<file path="src/rtl/muldiv_pkg.sv">
// -----------------------------------------------------------------------------
// muldiv_pkg -- shared definitions for the M-extension multiply/divide unit.
//   * op_e    : funct3 encoding of the eight M-extension operations
//   * state_e : control FSM states (IDLE / CALC / DONE)
//   * XLEN_DEFAULT / TAG_W_DEFAULT : default operand and tag widths
//   * small decode helpers used by the unit to classify an op
// Build option: MULDIV_FAST_MUL_EN (see muldiv_unit) selects a single-cycle
// multiplier instead of the iterative shift-add path.
// -----------------------------------------------------------------------------
package muldiv_pkg;

  localparam int XLEN_DEFAULT  = 32;
  localparam int TAG_W_DEFAULT = 5;

  typedef enum logic [2:0] {
    OP_MUL    = 3'd0,
    OP_MULH   = 3'd1,
    OP_MULHSU = 3'd2,
    OP_MULHU  = 3'd3,
    OP_DIV    = 3'd4,
    OP_DIVU   = 3'd5,
    OP_REM    = 3'd6,
    OP_REMU   = 3'd7
  } op_e;

  typedef enum logic [1:0] {
    ST_IDLE = 2'd0,
    ST_CALC = 2'd1,
    ST_DONE = 2'd2
  } state_e;

  // Divide/remainder ops all have funct3[2] set.
  function automatic logic op_is_div(input op_e op);
    return op[2];
  endfunction

  function automatic logic op_is_rem(input op_e op);
    return (op == OP_REM) || (op == OP_REMU);
  endfunction

  // rs1 is treated as two's complement for these ops. MUL is left unsigned:
  // the low half of the product does not depend on operand signedness.
  function automatic logic op_signed_a(input op_e op);
    return (op == OP_MULH) || (op == OP_MULHSU) || (op == OP_DIV) || (op == OP_REM);
  endfunction

  function automatic logic op_signed_b(input op_e op);
    return (op == OP_MULH) || (op == OP_DIV) || (op == OP_REM);
  endfunction

endpackage

</file>
<file path="src/rtl/muldiv_if.sv">
// -----------------------------------------------------------------------------
// muldiv_if -- EX-stage <-> multiply/divide unit bundle.
//   master (pipeline side): drives valid_i, op_i, rs1_i, rs2_i, rd_i, kill_i;
//                           observes ready_o, busy_o, valid_o, result_o, rd_o
//   slave  (unit side)    : the reverse
// Signal names keep the unit-relative _i/_o suffixes so both ends read the
// same way.
// -----------------------------------------------------------------------------
interface muldiv_if
  import muldiv_pkg::*;
#(
  parameter int XLEN  = XLEN_DEFAULT,
  parameter int TAG_W = TAG_W_DEFAULT
) ();

  logic             valid_i;
  logic [2:0]       op_i;
  logic [XLEN-1:0]  rs1_i;
  logic [XLEN-1:0]  rs2_i;
  logic [TAG_W-1:0] rd_i;
  logic             kill_i;
  logic             ready_o;
  logic             busy_o;
  logic             valid_o;
  logic [XLEN-1:0]  result_o;
  logic [TAG_W-1:0] rd_o;

  modport master (
    output valid_i, op_i, rs1_i, rs2_i, rd_i, kill_i,
    input  ready_o, busy_o, valid_o, result_o, rd_o
  );

  modport slave (
    input  valid_i, op_i, rs1_i, rs2_i, rd_i, kill_i,
    output ready_o, busy_o, valid_o, result_o, rd_o
  );

endinterface

</file>
<file path="src/rtl/muldiv_div_iter.sv">
// -----------------------------------------------------------------------------
// muldiv_div_iter -- restoring unsigned divider, one quotient bit per step.
//   clk_i, rst_i : clock, synchronous active-low reset
//   start_i      : load magnitudes, clear remainder and step counter
//   step_i       : perform one restoring step
//   dividend_i   : |rs1| (loaded on start_i)
//   divisor_i    : |rs2| (loaded on start_i)
//   quo_nxt_o    : quotient after the current step (combinational)
//   rem_nxt_o    : remainder after the current step (combinational)
//   last_o       : the current step is step XLEN (final bit)
// The "next" outputs let the caller capture the finished result on the same
// edge that performs the last step, so no extra drain cycle is needed. The
// step counter doubles as the iteration timer for the shift-add multiplier.
// -----------------------------------------------------------------------------
module muldiv_div_iter
  import muldiv_pkg::*;
#(
  parameter int XLEN = XLEN_DEFAULT
) (
  input  logic            clk_i,
  input  logic            rst_i,
  input  logic            start_i,
  input  logic            step_i,
  input  logic [XLEN-1:0] dividend_i,
  input  logic [XLEN-1:0] divisor_i,
  output logic [XLEN-1:0] quo_nxt_o,
  output logic [XLEN-1:0] rem_nxt_o,
  output logic            last_o
);

  localparam int CNT_W = $clog2(XLEN);

  logic [XLEN-1:0]  rem_q, rem_d;
  logic [XLEN-1:0]  quo_q, quo_d;
  logic [XLEN-1:0]  dvs_q, dvs_d;
  logic [CNT_W-1:0] cnt_q, cnt_d;

  logic [XLEN:0]    shifted;
  logic             fits;

  // NOTE: every signal written here gets a default first, so no path can
  // leave it unassigned and infer a latch.
  always_comb begin
    // Quotient register holds the not-yet-consumed dividend bits in its top
    // end; each step shifts one of them into the partial remainder.
    shifted   = {rem_q, quo_q[XLEN-1]};
    fits      = (shifted >= {1'b0, dvs_q});
    rem_nxt_o = fits ? (shifted[XLEN-1:0] - dvs_q) : shifted[XLEN-1:0];
    quo_nxt_o = {quo_q[XLEN-2:0], fits};
    last_o    = (cnt_q == CNT_W'(XLEN - 1));

    rem_d = rem_q;
    quo_d = quo_q;
    dvs_d = dvs_q;
    cnt_d = cnt_q;
    if (start_i) begin
      rem_d = '0;
      quo_d = dividend_i;
      dvs_d = divisor_i;
      cnt_d = '0;
    end else if (step_i) begin
      rem_d = rem_nxt_o;
      quo_d = quo_nxt_o;
      cnt_d = cnt_q + 1'b1;
    end
  end

  // NOTE: clocked state uses non-blocking assignments only; reset is sampled
  // synchronously on the rising edge and clears every accumulator.
  always_ff @(posedge clk_i) begin
    if (!rst_i) begin
      rem_q <= '0;
      quo_q <= '0;
      dvs_q <= '0;
      cnt_q <= '0;
    end else begin
      rem_q <= rem_d;
      quo_q <= quo_d;
      dvs_q <= dvs_d;
      cnt_q <= cnt_d;
    end
  end

endmodule

</file>
<file path="src/rtl/muldiv_unit.sv">
// -----------------------------------------------------------------------------
// muldiv_unit -- RISC-V M-extension multiply/divide unit for the EX stage.
//   clk_i  : clock, all state changes on the rising edge
//   rst_i  : synchronous active-low reset
//   bus    : muldiv_if.slave
//            valid_i/op_i/rs1_i/rs2_i/rd_i : op request (accepted when
//                                            valid_i & ready_o & !kill_i)
//            kill_i   : pipeline flush, abandons any op in flight
//            ready_o  : IDLE and out of reset
//            busy_o   : op in flight (CALC or DONE), stalls the pipeline
//            valid_o  : one-cycle result pulse in DONE
//            result_o/rd_o : result and echoed tag, held while valid_o=0
// Timing: accept edge is cycle 0. Iterative ops compute in CALC for cycles
// 1..XLEN and pulse valid_o in DONE at cycle XLEN+1. Divide by zero and
// signed overflow go straight to DONE at cycle 1.
// Build option MULDIV_FAST_MUL_EN: multiplies use a single-cycle
// XLEN x XLEN multiplier and finish at cycle 1; otherwise they use the
// iterative shift-add path. Divide behaviour is the same in both builds.
// -----------------------------------------------------------------------------
module muldiv_unit
  import muldiv_pkg::*;
#(
  parameter int XLEN  = XLEN_DEFAULT,
  parameter int TAG_W = TAG_W_DEFAULT
) (
  input  logic    clk_i,
  input  logic    rst_i,
  muldiv_if.slave bus
);

  localparam logic [XLEN-1:0] MOST_NEG = {1'b1, {(XLEN-1){1'b0}}};

  state_e           state_q, state_d;
  op_e              op_q, op_d;
  logic [TAG_W-1:0] tag_q, tag_d;       // tag of the op in flight
  logic             neg_q, neg_d;       // negate the magnitude result
  logic [XLEN-1:0]  res_q, res_d;       // result presented during DONE
  logic [XLEN-1:0]  result_q, result_d; // last delivered result
  logic [TAG_W-1:0] rd_q, rd_d;         // last delivered tag

  op_e              op_in;
  logic             a_sgn, b_sgn;
  logic [XLEN-1:0]  a_abs, b_abs;
  logic             div_zero, div_ovf, accept;

  logic             div_start, div_step, div_last;
  logic [XLEN-1:0]  quo_nxt, rem_nxt;
  logic [XLEN-1:0]  q_fix, r_fix, div_res;

  // Multiply path selection: mul_now means a multiply completes on the
  // accept edge; mul_calc_res is the finished product at the end of CALC.
  logic             mul_now;
  logic [XLEN-1:0]  mul_now_res;
  logic [XLEN-1:0]  mul_calc_res;

  assign bus.ready_o = (state_q == ST_IDLE) & rst_i;
  assign bus.busy_o  = (state_q != ST_IDLE) & rst_i;
  assign bus.valid_o = (state_q == ST_DONE) & ~bus.kill_i & rst_i;
  // A killed DONE never overwrites the held result/tag.
  assign bus.result_o = bus.valid_o ? res_q : result_q;
  assign bus.rd_o     = bus.valid_o ? tag_q : rd_q;

  // Operand decode: both datapaths work on magnitudes; the sign is applied
  // once at the end.
  always_comb begin
    op_in    = op_e'(bus.op_i);
    a_sgn    = op_signed_a(op_in) & bus.rs1_i[XLEN-1];
    b_sgn    = op_signed_b(op_in) & bus.rs2_i[XLEN-1];
    a_abs    = a_sgn ? -bus.rs1_i : bus.rs1_i;
    b_abs    = b_sgn ? -bus.rs2_i : bus.rs2_i;
    div_zero = (bus.rs2_i == '0);
    div_ovf  = ((op_in == OP_DIV) || (op_in == OP_REM)) &&
               (bus.rs1_i == MOST_NEG) && (bus.rs2_i == '1);
    accept   = bus.valid_i & bus.ready_o & ~bus.kill_i;
  end

  muldiv_div_iter #(.XLEN(XLEN)) u_div_iter (
    .clk_i      (clk_i),
    .rst_i      (rst_i),
    .start_i    (div_start),
    .step_i     (div_step),
    .dividend_i (a_abs),
    .divisor_i  (b_abs),
    .quo_nxt_o  (quo_nxt),
    .rem_nxt_o  (rem_nxt),
    .last_o     (div_last)
  );

`ifdef MULDIV_FAST_MUL_EN
  logic [2*XLEN-1:0] a_ext, b_ext, fast_prod;

  // Sign/zero extension to 2*XLEN makes one unsigned multiply cover all
  // four signedness combinations.
  always_comb begin
    a_ext        = {{XLEN{a_sgn}}, bus.rs1_i};
    b_ext        = {{XLEN{b_sgn}}, bus.rs2_i};
    fast_prod    = a_ext * b_ext;
    mul_now      = 1'b1;
    mul_now_res  = (op_in == OP_MUL) ? fast_prod[XLEN-1:0] : fast_prod[2*XLEN-1:XLEN];
    mul_calc_res = '0;
  end
`else
  logic [XLEN-1:0]   mcand_q, mcand_d;
  logic [2*XLEN-1:0] prod_q, prod_d;
  logic [2*XLEN-1:0] prod_step, prod_fix;
  logic [XLEN:0]     mul_sum;

  // Shift-add: the low half of prod starts as the multiplier and is shifted
  // out while the partial product grows into the high half.
  always_comb begin
    mul_sum   = {1'b0, prod_q[2*XLEN-1:XLEN]} + (prod_q[0] ? {1'b0, mcand_q} : '0);
    prod_step = {mul_sum, prod_q[XLEN-1:1]};
    prod_fix  = neg_q ? -prod_step : prod_step;

    mul_now      = 1'b0;
    mul_now_res  = '0;
    mul_calc_res = (op_q == OP_MUL) ? prod_fix[XLEN-1:0] : prod_fix[2*XLEN-1:XLEN];

    mcand_d = mcand_q;
    prod_d  = prod_q;
    if (accept) begin
      mcand_d = a_abs;
      prod_d  = {{XLEN{1'b0}}, b_abs};
    end else if (state_q == ST_CALC) begin
      prod_d  = prod_step;
    end
  end

  always_ff @(posedge clk_i) begin
    if (!rst_i) begin
      mcand_q <= '0;
      prod_q  <= '0;
    end else begin
      mcand_q <= mcand_d;
      prod_q  <= prod_d;
    end
  end
`endif

  always_comb begin
    q_fix   = neg_q ? -quo_nxt : quo_nxt;
    r_fix   = neg_q ? -rem_nxt : rem_nxt;
    div_res = op_is_rem(op_q) ? r_fix : q_fix;

    state_d   = state_q;
    op_d      = op_q;
    tag_d     = tag_q;
    neg_d     = neg_q;
    res_d     = res_q;
    result_d  = result_q;
    rd_d      = rd_q;
    div_start = 1'b0;
    div_step  = 1'b0;

    unique case (state_q)
      ST_IDLE: begin
        if (accept) begin
          op_d  = op_in;
          tag_d = bus.rd_i;
          // Remainder takes the dividend's sign; everything else the XOR.
          neg_d = op_is_rem(op_in) ? a_sgn : (a_sgn ^ b_sgn);
          if (op_is_div(op_in) && div_zero) begin
            state_d = ST_DONE;
            res_d   = op_is_rem(op_in) ? bus.rs1_i : '1;
          end else if (div_ovf) begin
            state_d = ST_DONE;
            res_d   = op_is_rem(op_in) ? '0 : bus.rs1_i;
          end else if (!op_is_div(op_in) && mul_now) begin
            state_d = ST_DONE;
            res_d   = mul_now_res;
          end else begin
            state_d   = ST_CALC;
            div_start = 1'b1;
          end
        end
      end
      ST_CALC: begin
        if (bus.kill_i) begin
          state_d = ST_IDLE;
        end else begin
          div_step = 1'b1;
          if (div_last) begin
            state_d = ST_DONE;
            res_d   = op_is_div(op_q) ? div_res : mul_calc_res;
          end
        end
      end
      ST_DONE: begin
        state_d = ST_IDLE;
        if (!bus.kill_i) begin
          result_d = res_q;
          rd_d     = tag_q;
        end
      end
      default: state_d = ST_IDLE;
    endcase
  end

  always_ff @(posedge clk_i) begin
    if (!rst_i) begin
      state_q  <= ST_IDLE;
      op_q     <= OP_MUL;
      tag_q    <= '0;
      neg_q    <= 1'b0;
      res_q    <= '0;
      result_q <= '0;
      rd_q     <= '0;
    end else begin
      state_q  <= state_d;
      op_q     <= op_d;
      tag_q    <= tag_d;
      neg_q    <= neg_d;
      res_q    <= res_d;
      result_q <= result_d;
      rd_q     <= rd_d;
    end
  end

endmodule

</file>
<file path="src/flat_wrapper.sv">
// flat-port wrapper written by rule: the top's interface ports become plain ports
module muldiv_unit_flat import muldiv_pkg::*;
#(
  parameter int XLEN  = XLEN_DEFAULT,
  parameter int TAG_W = TAG_W_DEFAULT
)
  (clk_i, rst_i, bus_valid_i, bus_op_i, bus_rs1_i, bus_rs2_i, bus_rd_i, bus_kill_i, bus_ready_o, bus_busy_o, bus_valid_o, bus_result_o, bus_rd_o);
  muldiv_if #(.XLEN(XLEN), .TAG_W(TAG_W)) bus_i ();
  input  logic clk_i;
  input  logic rst_i;
  input wire logic [$bits(bus_i.valid_i)-1:0] bus_valid_i;
  input wire logic [$bits(bus_i.op_i)-1:0] bus_op_i;
  input wire logic [$bits(bus_i.rs1_i)-1:0] bus_rs1_i;
  input wire logic [$bits(bus_i.rs2_i)-1:0] bus_rs2_i;
  input wire logic [$bits(bus_i.rd_i)-1:0] bus_rd_i;
  input wire logic [$bits(bus_i.kill_i)-1:0] bus_kill_i;
  output wire logic [$bits(bus_i.ready_o)-1:0] bus_ready_o;
  output wire logic [$bits(bus_i.busy_o)-1:0] bus_busy_o;
  output wire logic [$bits(bus_i.valid_o)-1:0] bus_valid_o;
  output wire logic [$bits(bus_i.result_o)-1:0] bus_result_o;
  output wire logic [$bits(bus_i.rd_o)-1:0] bus_rd_o;
  assign bus_i.valid_i = bus_valid_i;
  assign bus_i.op_i = bus_op_i;
  assign bus_i.rs1_i = bus_rs1_i;
  assign bus_i.rs2_i = bus_rs2_i;
  assign bus_i.rd_i = bus_rd_i;
  assign bus_i.kill_i = bus_kill_i;
  assign bus_ready_o = bus_i.ready_o;
  assign bus_busy_o = bus_i.busy_o;
  assign bus_valid_o = bus_i.valid_o;
  assign bus_result_o = bus_i.result_o;
  assign bus_rd_o = bus_i.rd_o;
  muldiv_unit #(.XLEN(XLEN), .TAG_W(TAG_W)) u_core (.clk_i(clk_i), .rst_i(rst_i), .bus(bus_i));
endmodule
</file>
<file path="config.mk">
export PLATFORM = sky130hd
export DESIGN_NAME = muldiv_unit_flat
export DESIGN_NICKNAME = d
export VERILOG_FILES = /design/src/rtl/muldiv_pkg.sv /design/src/rtl/muldiv_if.sv /design/src/rtl/muldiv_div_iter.sv /design/src/rtl/muldiv_unit.sv /design/src/flat_wrapper.sv
export SDC_FILE = /design/constraint.sdc
export NUM_CORES = 1
export LEC_CHECK = 0
export BUFFER_PORTS_ARGS = -buffer_cell sky130_fd_sc_hd__clkbuf_2
export CAP_MARGIN = 0
export CORE_ASPECT_RATIO = 0.5
export CORE_MARGIN = 5
export CORE_UTILIZATION = 35
export DETAILED_ROUTE_END_ITERATION = 10
export PLACE_DENSITY_LB_ADDON = 0.15
export SLEW_MARGIN = 20
export SYNTH_ARGS = -nofsm -noshare
export SYNTH_HDL_FRONTEND = slang
export SYNTH_HIERARCHICAL = 1
export SYNTH_SLANG_ARGS = --single-unit
</file>
<file path="constraint.sdc">
create_clock -name clk_i -period 6.65 [get_ports clk_i]
set_clock_uncertainty 0.1 [all_clocks]
set_input_delay 0.3325 -clock clk_i [delete_from_list [all_inputs] [get_ports clk_i]]
set_output_delay 0.3325 -clock clk_i [all_outputs]
set_load 0.01 [all_outputs]
</file>
=== Word-level counts from Yosys, hierarchy flattened ===
Index checks and enable logic that the tools add are counted.

* Register bits: 277
* Input bits: 76
* Output and inout bits: 40
* Logic and storage cells: 112

* $add $sub $neg: 8
* $lt $le $gt $ge: 1
* Equal/unequal tests: 17
* Multiplexer cells: 37
* Bitwise gates (word level): 11
* Reduce and logical (&&, ||, !) cells: 24

{| class="wikitable"
|+ Operator list
! operator !! number
|-
| 2-to-1 mux 32 bit || 21
|-
| negation 32 bit || 4
|-
| equality test 32 bit, second input constant || 2
|-
| 2-to-1 mux 64 bit || 1
|-
| negation 64 bit || 1
|-
| one-hot mux 32 bit (2 select lines) || 1
|-
| adder 32 x 32 -> 33 bit || 1
|-
| greater-or-equal comparator 33 x 32 -> 1 bit || 1
|-
| logical NOT 32 bit || 1
|-
| subtractor 32 bit || 1
|-
| equality test 3 bit, second input constant || 5
|-
| 2-to-1 mux 2 bit || 5
|-
| AND 1 bit || 8
|-
| logical OR 1 bit || 8
|-
| nonzero test 2 bit || 4
|-
| 2-to-1 mux 1 bit || 7
|-
| != test 3 x 2 -> 1 bit, second input constant || 2
|-
| AND reduction 2 bit || 3
|-
| adder 5 x 1 -> 5 bit, second input constant || 1
|-
| equality test 5 bit, second input constant || 1
|-
| 2-to-1 mux 5 bit || 1
|-
| AND reduction 5 bit || 1
|-
| != test 2 x 1 -> 1 bit, second input constant || 2
|-
| one-hot mux 2 bit (2 select lines) || 1
|-
| other kinds (11) || 15
|}

=== Depth between registers and ports, before layout ===
Gate-level depths: netlist (run 1).

* Depth after elaboration: 9
* Depth in mapped cells: 23
* Depth with buffers taken out: 21

=== Modules after synthesis ===
Netlist (run 1), hierarchy kept.

{| class="wikitable"
|+ Modules (own cells, without submodules)
! module !! times used !! cells an instance !! area each (um^2) !! seq. area each (um^2)
|-
| muldiv_unit || 1 || 2,020 || 14,737.9 || 3,523.4
|-
| muldiv_div_iter || 1 || 829 || 6,710.2 || 2,021.9
|}

=== Least setup slack after synthesis (run 1) ===
No wires, ideal clock.

* Path kind: reg-to-reg
* Start: register u_core.u_div_iter.dvs_q[9]
* End: register u_core.res_q[31]
* Library setup time: 0.065 ns
* Arrival time: 5.015 ns
* Required time: 6.485 ns
* Path slack: 1.470 ns
* Stages on the path, launching flop included: 21
* Path buffers: 1
* Period minus slack after synthesis: 5.180 ns
* Cell sequence: dfxtp_1 > inv_1 > ha_1 > nand4_2 > or3_1 > a211o_1 > a21oi_4 > o31ai_4 > inv_4 > buf_6 > mux2_1 > nor4_1 > nand3_1 > or4_1 > o311ai_0 > o31ai_1 > a211o_1 > a21oi_1 > nor3b_1 > mux2_2 > nor2_1

* Word-level cells in the longest chain between the ends: 9
* Elaborated cells on any way between the ends: 12
* Those cells by class: add/sub (3); order compare (1); mux (8)

{| class="wikitable"
|+ Ends and longest elaborated chain
! what !! RTL line !! source
|-
| from (decl) || muldiv_div_iter.sv:35 || <nowiki>logic [XLEN-1:0] dvs_q, dvs_d;</nowiki>
|-
| from (signal assigned) || muldiv_div_iter.sv:79 || <nowiki>dvs_q <= dvs_d;</nowiki>
|-
| greater-or-equal comparator 33 x 32 -> 1 bit || muldiv_div_iter.sv:47 || <nowiki>fits = (shifted >= {1'b0, dvs_q});</nowiki>
|-
| 2-to-1 mux 32 bit || muldiv_div_iter.sv:48 || <nowiki>rem_nxt_o = fits ? (shifted[XLEN-1:0] - dvs_q) : shifted[XLEN-1:0];</nowiki>
|-
| named net u_core.rem_nxt[8] || muldiv_unit.sv:47 || <nowiki>logic [XLEN-1:0] quo_nxt, rem_nxt;</nowiki>
|-
| negation 32 bit || muldiv_unit.sv:142 || <nowiki>r_fix = neg_q ? -rem_nxt : rem_nxt;</nowiki>
|-
| 2-to-1 mux 32 bit || muldiv_unit.sv:142 ||
|-
| 2-to-1 mux 32 bit || muldiv_unit.sv:143 || <nowiki>div_res = op_is_rem(op_q) ? r_fix : q_fix;</nowiki>
|-
| 2-to-1 mux 32 bit || muldiv_unit.sv:184 || <nowiki>res_d = op_is_div(op_q) ? div_res : mul_calc_res;</nowiki>
|-
| 2-to-1 mux 32 bit || muldiv_unit.sv:182 || <nowiki>if (div_last) begin</nowiki>
|-
| 2-to-1 mux 32 bit || muldiv_unit.sv:178 || <nowiki>if (bus.kill_i) begin</nowiki>
|-
| one-hot mux 32 bit (2 select lines) || muldiv_unit.sv:155 || <nowiki>unique case (state_q)</nowiki>
|-
| to (signal assigned) || muldiv_unit.sv:213 || <nowiki>res_q <= res_d;</nowiki>
|-
| to (decl) || muldiv_unit.sv:37 || <nowiki>logic [XLEN-1:0] res_q, res_d;</nowiki>
|}

The timed path passes the listed nets, and every way through them passes these cells. The select of a mux whose other input is x is not followed.
A chain may end at the register's enable or synchronous reset.

=== Worst setup path after layout (run 1) ===
* Start: register u_core.u_div_iter.dvs_q[9]
* End: register u_core.res_q[31]

* Word-level cells in the longest chain between the ends: 9
* Elaborated cells on any way between the ends: 12
* Those cells by class: add/sub (3); order compare (1); mux (8)

{| class="wikitable"
|+ Ends and longest elaborated chain
! what !! RTL line
|-
| greater-or-equal comparator 33 x 32 -> 1 bit || muldiv_div_iter.sv:47
|-
| named net u_core.quo_nxt[0] || muldiv_unit.sv:47
|-
| 2-to-1 mux 32 bit || muldiv_div_iter.sv:48
|-
| named net u_core.rem_nxt[8] || muldiv_unit.sv:47
|-
| negation 32 bit || muldiv_unit.sv:142
|-
| 2-to-1 mux 32 bit || muldiv_unit.sv:142
|-
| 2-to-1 mux 32 bit || muldiv_unit.sv:143
|-
| 2-to-1 mux 32 bit || muldiv_unit.sv:184
|-
| 2-to-1 mux 32 bit || muldiv_unit.sv:182
|-
| 2-to-1 mux 32 bit || muldiv_unit.sv:178
|-
| one-hot mux 32 bit (2 select lines) || muldiv_unit.sv:155
|}

The timed path passes the listed nets, and every way through them passes these cells. The select of a mux whose other input is x is not followed.

==> impl_metrics.py, run 1 <==
metrics = {
    "logic_synthesis": {
        "synth_top_area_frac": 0.259,
        "synth_cell_types": 97,
        "synth_edf_count": 0,
        "synth-async-reset-ratio": 0,
        "yosysWarnings": 6,
        "seq_area_frac_synth": 0.259,
        "syn_inst": 2849,
        "synthesis.area_mm2": 0.0214,
        "synthFlopType": "dfxtp_1",
        "yosysMostFrequentCell": "nand2_1",
        "ys_ff_latch": 277,
        "netlist_top_cells_area": "dfxtp_1, nand2_1, mux2i_1, a21oi_1, o21ai_0",
        "synth_top_area_cell": "dfxtp_1",
        "syn_area_per_cell_um2": 7.53,
        "yosys-top-cells-count": "nand2_1, dfxtp_1, nor2_1",
        "syn-num-nets": 2999,
    },
    "sta": {
        "drv_slew": 0,
        "finalHoldViolations": 0,
        "finalCriticalPeriod_ps": 5820,
        "tightest_slew_ps": 1230,
        "max_slew_margin": 0.170,
        "fmax_mhz": 172,
        "period_share": 0.875,
        "setup_violations": 0,
        "final.setup.tns_ps": 0,
        "rsz0062_at_grt": "false",
    },
    "clock_tree": {
        "cts_resized": 0,
        "cts_root_buf": "clkbuf_16",
        "numCtsBuffers": 30,
        "cts_tree": "built",
        "htreeDepth": 1,
        "clkLatencyLatePin_ps": 630,
        "clk_pin_slew_worst_paths_ps": 80,
        "cts_sinks": 277,
        "cts_max_path_buffers": 3,
    },
    "route": {
        "wl_per_cell_um": 22.9,
        "ant_nets": 0,
        "totalWireLength_um": 84100,
        "vias_per_cell": 5.80,
        "drt-initial-drc-count": 2188,
        "first_pass_iters": 8,
        "vias": 21300,
        "drc": 0,
    },
    "setup_path": {
        "crit_path_start_kind": "register",
        "r2r_start": "u_core/u_div_iter/dvs_q[9]",
        "arrival_ps": 6280,
        "crit_required_ps": 7110,
        "startpoint": "u_core/u_div_iter/dvs_q[9]",
        "worst_setup_path_end_kind": "register",
        "path_class": "register to register",
        "critPathMaxFanout": 28,
    },
    "cells_and_area": {
        "num-fill-cells": 6496,
        "nNetsFinal": 2972,
        "area_delta_synth_final_pct": 10.1,
        "drive_above_1_share": 0.113,
        "layoutNonFillerInstCount": 3673,
    },
    "floorplanning": {
        "initial_core_util": 0.352,
        "rows": 64,
        "core_area_mm2": 0.0609,
        "die_h_um": 185,
        "die_w_um": 360,
        "die-area_mm2": 0.0666,
        "ios": 116,
    },
    "pwr": {
        "p_leak_uw": 0.00921,
        "power_density_mw_per_mm2": 236,
        "ir_worst_vdd_v": 0.000177,
    },
    "worst_hold_path": {
        "hold_start": "bus_rs1_i[15]",
        "hold_class": "input port to register",
    },
    "placement": {
        "gp_congestion": 0.964,
        "dpl.hpwl_um": 63500,
        "portBuffers": 115,
        "dpl.cell_count": 3605,
    },
    "grt": {
        "grt_pass1_wl_um": 125000,
        "antenna_found_initial": 3,
        "gr-usage-all-layers": 0.241,
        "first_global_vias": 19500,
        "gr-total-overflow": 0,
        "grt_max_degree": 83,
    },
    "outcome": {
        "outcome": "complete, no violations",
    },
    "flow_run": {
        "maxCapViolations": 0,
    },
}
state kept, by name, indices dropped and copies added, names as in the netlist:
signal                   count
u_core/mcand_q              32
u_core/neg_q                 1
u_core/op_q                  3
u_core/prod_q               64
u_core/rd_q                  5
u_core/res_q                32
u_core/result_q             32
u_core/state_q               2
u_core/tag_q                 5
u_core/u_div_iter/cnt_q      5
u_core/u_div_iter/dvs_q     32
u_core/u_div_iter/quo_q     32
u_core/u_div_iter/rem_q     32
per-layer routing:
| metal | track usage | vias to the layer above | part of all wire |
|---|---|---|---|
| li1 | - | 10200 | - |
| met1 | 0.349 | 10200 | 0.48 |
| met2 | 0.354 | 756 | 0.41 |
| met3 | 0.0547 | 111 | 0.082 |
| met4 | 0.0744 | 0 | 0.034 |
| met5 | 0 | - | 0 |
final cells by class:
cell class              instances  area (um^2)  area share
clock inverters                20          241      0.0102
inverters                      70          265      0.0112
flip-flops and latches        277         5550       0.235
well taps                     825         1030      0.0437
diodes                          2         5.00    0.000212
clock buffers                  36          823      0.0349
multi-input cells            2276        14700       0.622
repair buffers                167          993      0.0421
stage by stage:
step	hold WS, ps	utilization	instance area [um^2]	total power [uW]	setup WS, ps
CTS	9.35	0.388	23600	5580	860
detailed placement	340	0.369	22400	3690	889
floorplan	325	-	21400	3060	1470
global placement	337	0.368	22400	3690	946
global route	54.2	0.388	23600	5840	474
finish	51.4	0.388	23600	5570	829
repair_timing:
action	4_1_cts	5_1_grt
endpoints found under the setup margin	0	0
hold endpoints to repair	10	0
hold buffers	10	0
setup buffers	0	0
critical path: stages, from the launching register on:
cell	delay, ps
dfxtp_1	330
inv_1	40
ha_1	390
nand4_2	180
or3_1	420
a211o_1	340
a21oi_4	190
o31ai_4	100
inv_4	330
mux2_1	450
nor4_1	320
buf_4	180
nand3_1	180
or4_1	640
o311ai_0	320
o31ai_1	120
a211o_1	380
a21oi_1	280
nor3_1	80
mux2_2	280
nor2_1	90
cells by family after synthesis:
kind of cell               share of synthesized area
buffers and inverters                         0.0590
DFF                                            0.259
muxes                                         0.0802
xor gates and xnor gates                      0.0678
adders and majority gates                     0.0453
AOI/OAI and AO/OA                              0.243
and+or+nand+nor                                0.246
cell usage in the layout, fill, tap and decap left out, types with 72 or more instances in the layout:
cell,instances
nand2_1,369
dfxtp_1,274
a21oi_1,194
o21ai_0,193
nor2_1,192
clkbuf_2,114
mux2i_1,113
nand3_1,101
xor2_1,92
and2_1,79
xnor2_1,74
ha_1,72
path summary, 6_finish.rpt:
kind	endpoint	slack, ps	cells past startpoint
min	u_core/res_q[15]	50	3
max reg2reg	u_core/res_q[31]	830	20
max	u_core/res_q[31]	830	20
min reg2reg	u_core/mcand_q[24]	350	2
report_power, final:
part	total, uW	internal (uW)	switching (uW)
clock network	1860	1050	812
registers	1790	1720	74.4
logic	1920	618	1300
No activity file was read; power rests on OpenSTA's default activity.
==> run 2: changes to the inputs <==
--- a/config.mk
+++ b/config.mk
@@ -7,6 +7,8 @@
 export LEC_CHECK = 0
 export BUFFER_PORTS_ARGS = -buffer_cell sky130_fd_sc_hd__clkbuf_2
 export CAP_MARGIN = 0
+export CELL_PAD_IN_SITES_DETAIL_PLACEMENT = 1
+export CELL_PAD_IN_SITES_GLOBAL_PLACEMENT = 1
 export CORE_ASPECT_RATIO = 0.5
 export CORE_MARGIN = 5
 export CORE_UTILIZATION = 35
==> run 2 against run 1 <==
Setup slack got worse by 93 ps. Utilization about the same. Maximum frequency decreased by 1.6%. Non-clock buffer count increased by 2. Sequential cell count unchanged. Die area unchanged. Global-route usage increased by 2.3 points. Via count increased by 2.2%. Register-to-register slack got worse by 90 ps. Sequential share of layout area about the same. Highest routed layer is now met5.
==> impl_metrics.py, run 2 (synthesis gave the netlist of run 1 again) <==
metrics = {
    "clock_tree": {
        "htreeDepth": 1,
        "cts_max_path_buffers": 3,
        "cts_root_buf": "clkbuf_16",
        "postCtsSetupBuffers": 0,
        "hold_buffers": 9,
        "clkLatencyLatePin_ps": 620,
        "cts_resized": 0,
        "cts_tree": "built",
        "clk_pin_slew_worst_paths_ps": 70,
        "cts_sinks": 277,
        "numCtsBuffers": 31,
    },
    "floorplanning": {
        "initial_core_util": 0.352,
        "ios": 116,
        "die-area_mm2": 0.0666,
        "die_h_um": 185,
        "die_w_um": 360,
        "rows": 64,
        "core_area_mm2": 0.0609,
    },
    "grt": {
        "met2_usage": 0.412,
        "grt_max_degree": 85,
        "grt_pass1_wl_um": 136000,
        "met1_usage": 0.374,
        "antenna_found_initial": 3,
        "gr-total-overflow": 0,
        "gr-usage-all-layers": 0.264,
        "grt_busiest_layer": "met2",
        "first_global_vias": 21100,
        "grt_util_met3": 0.0629,
    },
    "cells_and_area": {
        "post-route-util": 0.388,
        "final_common_cell": "nand2_1",
        "final_cell_mix": "nand2_1, dfxtp_1, a21oi_1",
        "largest_register": "u_core/prod_q",
        "drive_above_1_share": 0.113,
        "largest_reg_flops": 64,
        "nNetsFinal": 2975,
        "area_delta_synth_final_pct": 10.2,
    },
    "outcome": {
        "outcome": "complete, no violations",
    },
    "setup_path": {
        "arrival_ps": 6380,
        "critPathMaxFanout": 28,
        "slowest_stage": "or4_1",
        "cp_common_cell": "a211o_1",
        "crit_path_start_kind": "register",
        "crit_required_ps": 7110,
        "path_class": "register to register",
        "critical_path.top_delay_family": "simple AND/OR/NAND/NOR gates",
        "crit_buf_inv": 3,
        "worst_setup_path_end_kind": "register",
        "critical-path-max-stage-delay_ps": 650,
        "crit_chain": "inv_1 > ha_1 > nand4_2 > or3_1 > a211o_1 > a21oi_4 > o31ai_4 > inv_4 > mux2_1 > nor4_1 > buf_4 > nand3_1 > or4_1 > o311ai_0 > o31ai_1 > a211o_1 > a21oi_1 > nor3_1 > mux2_2 > nor2_1",
    },
    "sta": {
        "final.setup.tns_ps": 0,
        "period_share": 0.889,
        "finalHoldViolations": 0,
        "fmax_mhz": 169,
        "rsz0062_at_grt": "false",
        "drv_slew": 0,
        "tightest_slew_ps": 1140,
        "finalWorstSetupSlack_ps": 736,
        "setup_violations": 0,
        "max_slew_margin": 0.235,
        "finalCriticalPeriod_ps": 5910,
    },
    "pwr": {
        "power_density_mw_per_mm2": 240,
        "p_leak_uw": 0.00923,
        "ir_worst_vdd_v": 0.000227,
    },
    "placement": {
        "gp_congestion": 0.944,
        "dpl.hpwl_um": 70200,
        "dp_slack_ps": 778,
        "portBuffers": 115,
    },
    "route": {
        "ant_nets": 0,
        "vias_per_cell": 5.92,
        "drc": 0,
        "vias": 21800,
        "first_pass_iters": 7,
        "wl_per_cell_um": 25.1,
        "totalWireLength_um": 92300,
        "drt-initial-drc-count": 1659,
    },
    "worst_hold_path": {
        "hold_class": "input port to register",
    },
    "flow_run": {
        "maxCapViolations": 0,
    },
}
==> run 2: through the flow <==
step / cell area, um^2 / total power (uW) / hold slack [ps] / std cells
detailed placement: 22400 / 3740 / 344 / 3608
global route: 23600 / 5930 / 47.9 / 3674
CTS: 23600 / 5680 / 18.1 / 3674
global placement: 22400 / 3720 / 339 / 3608
finish: 23600 / 5670 / 37.1 / 3675
floorplan: 21400 / 3060 / 325 / 2849
==> run 2: final cells by class <==
type	count	area [um^2]
timing repair buffer	169	1010
multi-input combinational	2276	14700
clock inverter	17	239
sequential	277	5550
clock buffer	40	850
tap	825	1030
inverter	70	265
fill	7538	37200
antenna	1	2.50
==> run 2: path summary, 6_finish.rpt <==
path / start / endpoint / slack, ps / depth (start not counted)
hold / removal: rst_i / u_core/u_div_iter/dvs_q[17] / 40 / 2
hold reg to reg: u_core/mcand_q[18] / u_core/mcand_q[18] / 350 / 2
setup reg to reg: u_core/u_div_iter/dvs_q[9] / u_core/res_q[31] / 740 / 20
setup / recovery: u_core/u_div_iter/dvs_q[9] / u_core/res_q[31] / 740 / 20
==> run 2: worst reg2reg max path, stage by stage, from the launching register on <==
cell      delay, ps
dfxtp_1         340
inv_1            50
ha_1            400
nand4_2         170
or3_1           420
a211o_1         340
a21oi_4         200
o31ai_4         100
inv_4           340
mux2_1          480
nor4_1          310
buf_4           190
nand3_1         190
or4_1           650
o311ai_0        330
o31ai_1         130
a211o_1         370
a21oi_1         270
nor3_1           90
mux2_2          280
nor2_1           90
==> run 2: power breakdown <==
group | total (uW) | internal [uW] | switching [uW]
logic | 1950 | 617 | 1340
clock network | 1920 | 1100 | 822
registers | 1800 | 1720 | 78.9
==> run 2: routing by layer <==
metal | part of all wire | wire (um)
met3 | 0.077 | 7090
met1 | 0.47 | 43600
met2 | 0.43 | 39600
met4 | 0.021 | 1930
met5 | 0.00086 | 79
==> run 3: changes to the inputs <==
--- a/config.mk
+++ b/config.mk
@@ -13,7 +13,7 @@
 export CORE_MARGIN = 5
 export CORE_UTILIZATION = 35
 export DETAILED_ROUTE_END_ITERATION = 10
-export PLACE_DENSITY_LB_ADDON = 0.15
+export PLACE_DENSITY_LB_ADDON = 0.1
 export SLEW_MARGIN = 20
 export SYNTH_ARGS = -nofsm -noshare
 export SYNTH_HDL_FRONTEND = slang
==> constraint.sdc (replaced) <==
create_clock -name clk_i -period 7 [get_ports clk_i]
set_clock_uncertainty 0.1 [all_clocks]
set_input_delay 0.35 -clock clk_i [delete_from_list [all_inputs] [get_ports clk_i]]
set_output_delay 0.35 -clock clk_i [all_outputs]
set_load 0.01 [all_outputs]
==> run 3 against run 2 <==
Final cell count shrank 0.16%. Critical path depth shrank 1. Sequential share of layout area is essentially flat. Clock power shrank 3%. Total power shrank 4.4%. Clock-buffer cell count shrank 7. Global-route usage grew 0.52 points. Setup slack gained 53 ps. Critical endpoint unchanged. Largest cell class unchanged. Largest power group unchanged.
==> impl_metrics.py, run 3 (synthesis gave the netlist of run 1 again) <==
metrics = {
    "cells_and_area": {
        "largest_reg_flops": 64,
        "fin_area_mm2": 0.0236,
        "final_common_cell": "nand2_1",
        "largest_register": "u_core/prod_q",
        "nNetsFinal": 2967,
        "area_delta_synth_final_pct": 10.0,
        "drive_above_1_share": 0.112,
        "final_cell_mix": "nand2_1, dfxtp_1, a21oi_1",
    },
    "clock_tree": {
        "cts_max_path_buffers": 3,
        "clk_pin_slew_worst_paths_ps": 70,
        "htreeDepth": 1,
        "cts_tree": "built",
        "hold_buffers": 8,
        "cts_resized": 0,
        "postCtsSetupBuffers": 0,
        "clkLatencyLatePin_ps": 640,
        "cts_sinks": 277,
        "numCtsBuffers": 31,
        "cts_root_buf": "clkbuf_16",
    },
    "floorplanning": {
        "die-area_mm2": 0.0666,
        "ios": 116,
        "core_area_mm2": 0.0609,
        "rows": 64,
        "initial_core_util": 0.352,
        "die_h_um": 185,
        "die_w_um": 360,
    },
    "route": {
        "totalWireLength_um": 93600,
        "vias": 21800,
        "first_pass_iters": 7,
        "drt-initial-drc-count": 1685,
        "vias_per_cell": 5.94,
        "ant_nets": 0,
        "drc": 0,
        "wl_per_cell_um": 25.5,
    },
    "setup_path": {
        "crit_chain": "inv_1 > ha_1 > nand4_2 > or3_1 > a211o_1 > a21oi_4 > o31ai_4 > inv_4 > mux2_1 > nor4_1 > nand3_1 > or4_1 > o311ai_0 > o31ai_1 > a211o_1 > a21oi_1 > nor3_1 > mux2_2 > nor2_1",
        "critical-path-max-stage-delay_ps": 710,
        "crit_path_end": "u_core/res_q[31]",
        "critPathMaxFanout": 28,
        "r2r_start": "u_core/u_div_iter/dvs_q[8]",
        "r2r-end": "u_core/res_q[31]",
        "cp_common_cell": "a211o_1",
        "worst_setup_path_end_kind": "register",
        "path_class": "register to register",
        "startpoint": "u_core/u_div_iter/dvs_q[8]",
        "arrival_ps": 6690,
        "crit_path_start_kind": "register",
        "reg2reg_depth": 19,
        "slowest_stage": "nor4_1",
        "crit_required_ps": 7480,
        "r2r_setup_slack_ps": 790,
    },
    "sta": {
        "fmax_mhz": 161,
        "hold_slack_ps": 56.6,
        "period_share": 0.887,
        "finalCriticalPeriod_ps": 6210,
        "max_slew_margin": 0.271,
        "setup_violations": 0,
        "rsz0062_at_grt": "false",
        "final.setup.tns_ps": 0,
        "drv_slew": 0,
        "tightest_slew_ps": 1090,
        "finalHoldViolations": 0,
    },
    "placement": {
        "gp_congestion": 0.940,
        "placed_area_mm2": 0.0224,
        "portBuffers": 115,
        "dpl.hpwl_um": 71200,
    },
    "pwr": {
        "ir_worst_vdd_v": 0.000179,
        "fin_total_pwr_uw": 5420,
        "p_leak_uw": 0.00920,
        "power_density_mw_per_mm2": 230,
    },
    "flow_run": {
        "maxCapViolations": 0,
    },
    "grt": {
        "grt_pass1_wl_um": 138000,
        "grt_max_degree": 113,
        "gr-total-overflow": 0,
        "first_global_vias": 21200,
        "antenna_found_initial": 7,
        "gr-usage-all-layers": 0.269,
    },
    "worst_hold_path": {
        "hold_class": "input port to register",
    },
    "outcome": {
        "outcome": "complete, no violations",
    },
}
[run 3: cell types whose count changed in the layout (fill, tap and decap cells not counted), sizes merged]
cell and delta:
diode +2, clkbuf -7, bufinv +1, clkinv +4, inv +2, buf -7
dlygate4sd3 -1
[run 3: area by class of cell]
cell class	count	area, um^2
antenna	3	7.51
clock buffer	33	793
clock inverter	24	314
fill	7531	37300
inverter	70	265
multi-input combinational	2276	14700
sequential	277	5550
tap	825	1030
timing repair buffer	161	956
[run 3: metrics by stage]
step,utilization,setup WS (ps),instances
after floorplan,-,1820,2849
after global placement,0.368,1010,3601
after detailed placement,0.368,836,3601
after CTS,0.388,816,3666
after global routing,0.388,451,3666
final,0.388,789,3669
[run 3: per-layer routing]
| metal | wire length, um | track usage |
|---|---|---|
| met5 | 49 | 0 |
| met2 | 40300 | 0.417 |
| met1 | 45100 | 0.391 |
| met4 | 1890 | 0.0534 |
| met3 | 6290 | 0.0523 |
[run 3: how the worst min path moves through the flow]
stage,from,endpoint,slack (ps),cells past startpoint
6_report,bus_rs1_i[13],u_core/res_q[13],60,3
5_1_grt,bus_rs1_i[13],u_core/res_q[13],40,3
4_1_cts,bus_rs1_i[13],u_core/res_q[13],10,3
3_5_place_dp,u_core/mcand_q[12],u_core/mcand_q[12],340,2
3_3_place_gp,u_core/mcand_q[2],u_core/mcand_q[2],340,2
2_1_floorplan,u_core/mcand_q[23],u_core/mcand_q[23],320,2
[run 3: critical path: cells and delay by family, from the launching register on]
| family | cells | cell delay (ps) |
|---|---|---|
| AOI/OAI and AO/OA | 7 | 1720 |
| adders and majority gates | 1 | 400 |
| buffers and inverters | 2 | 390 |
| DFF | 1 | 330 |
| muxes | 2 | 730 |
| and+or+nand+nor | 7 | 2480 |
[run 3: power breakdown]
part | switching (uW) | internal (uW)
logic | 1290 | 566
registers | 73.5 | 1630
clock network | 809 | 1050
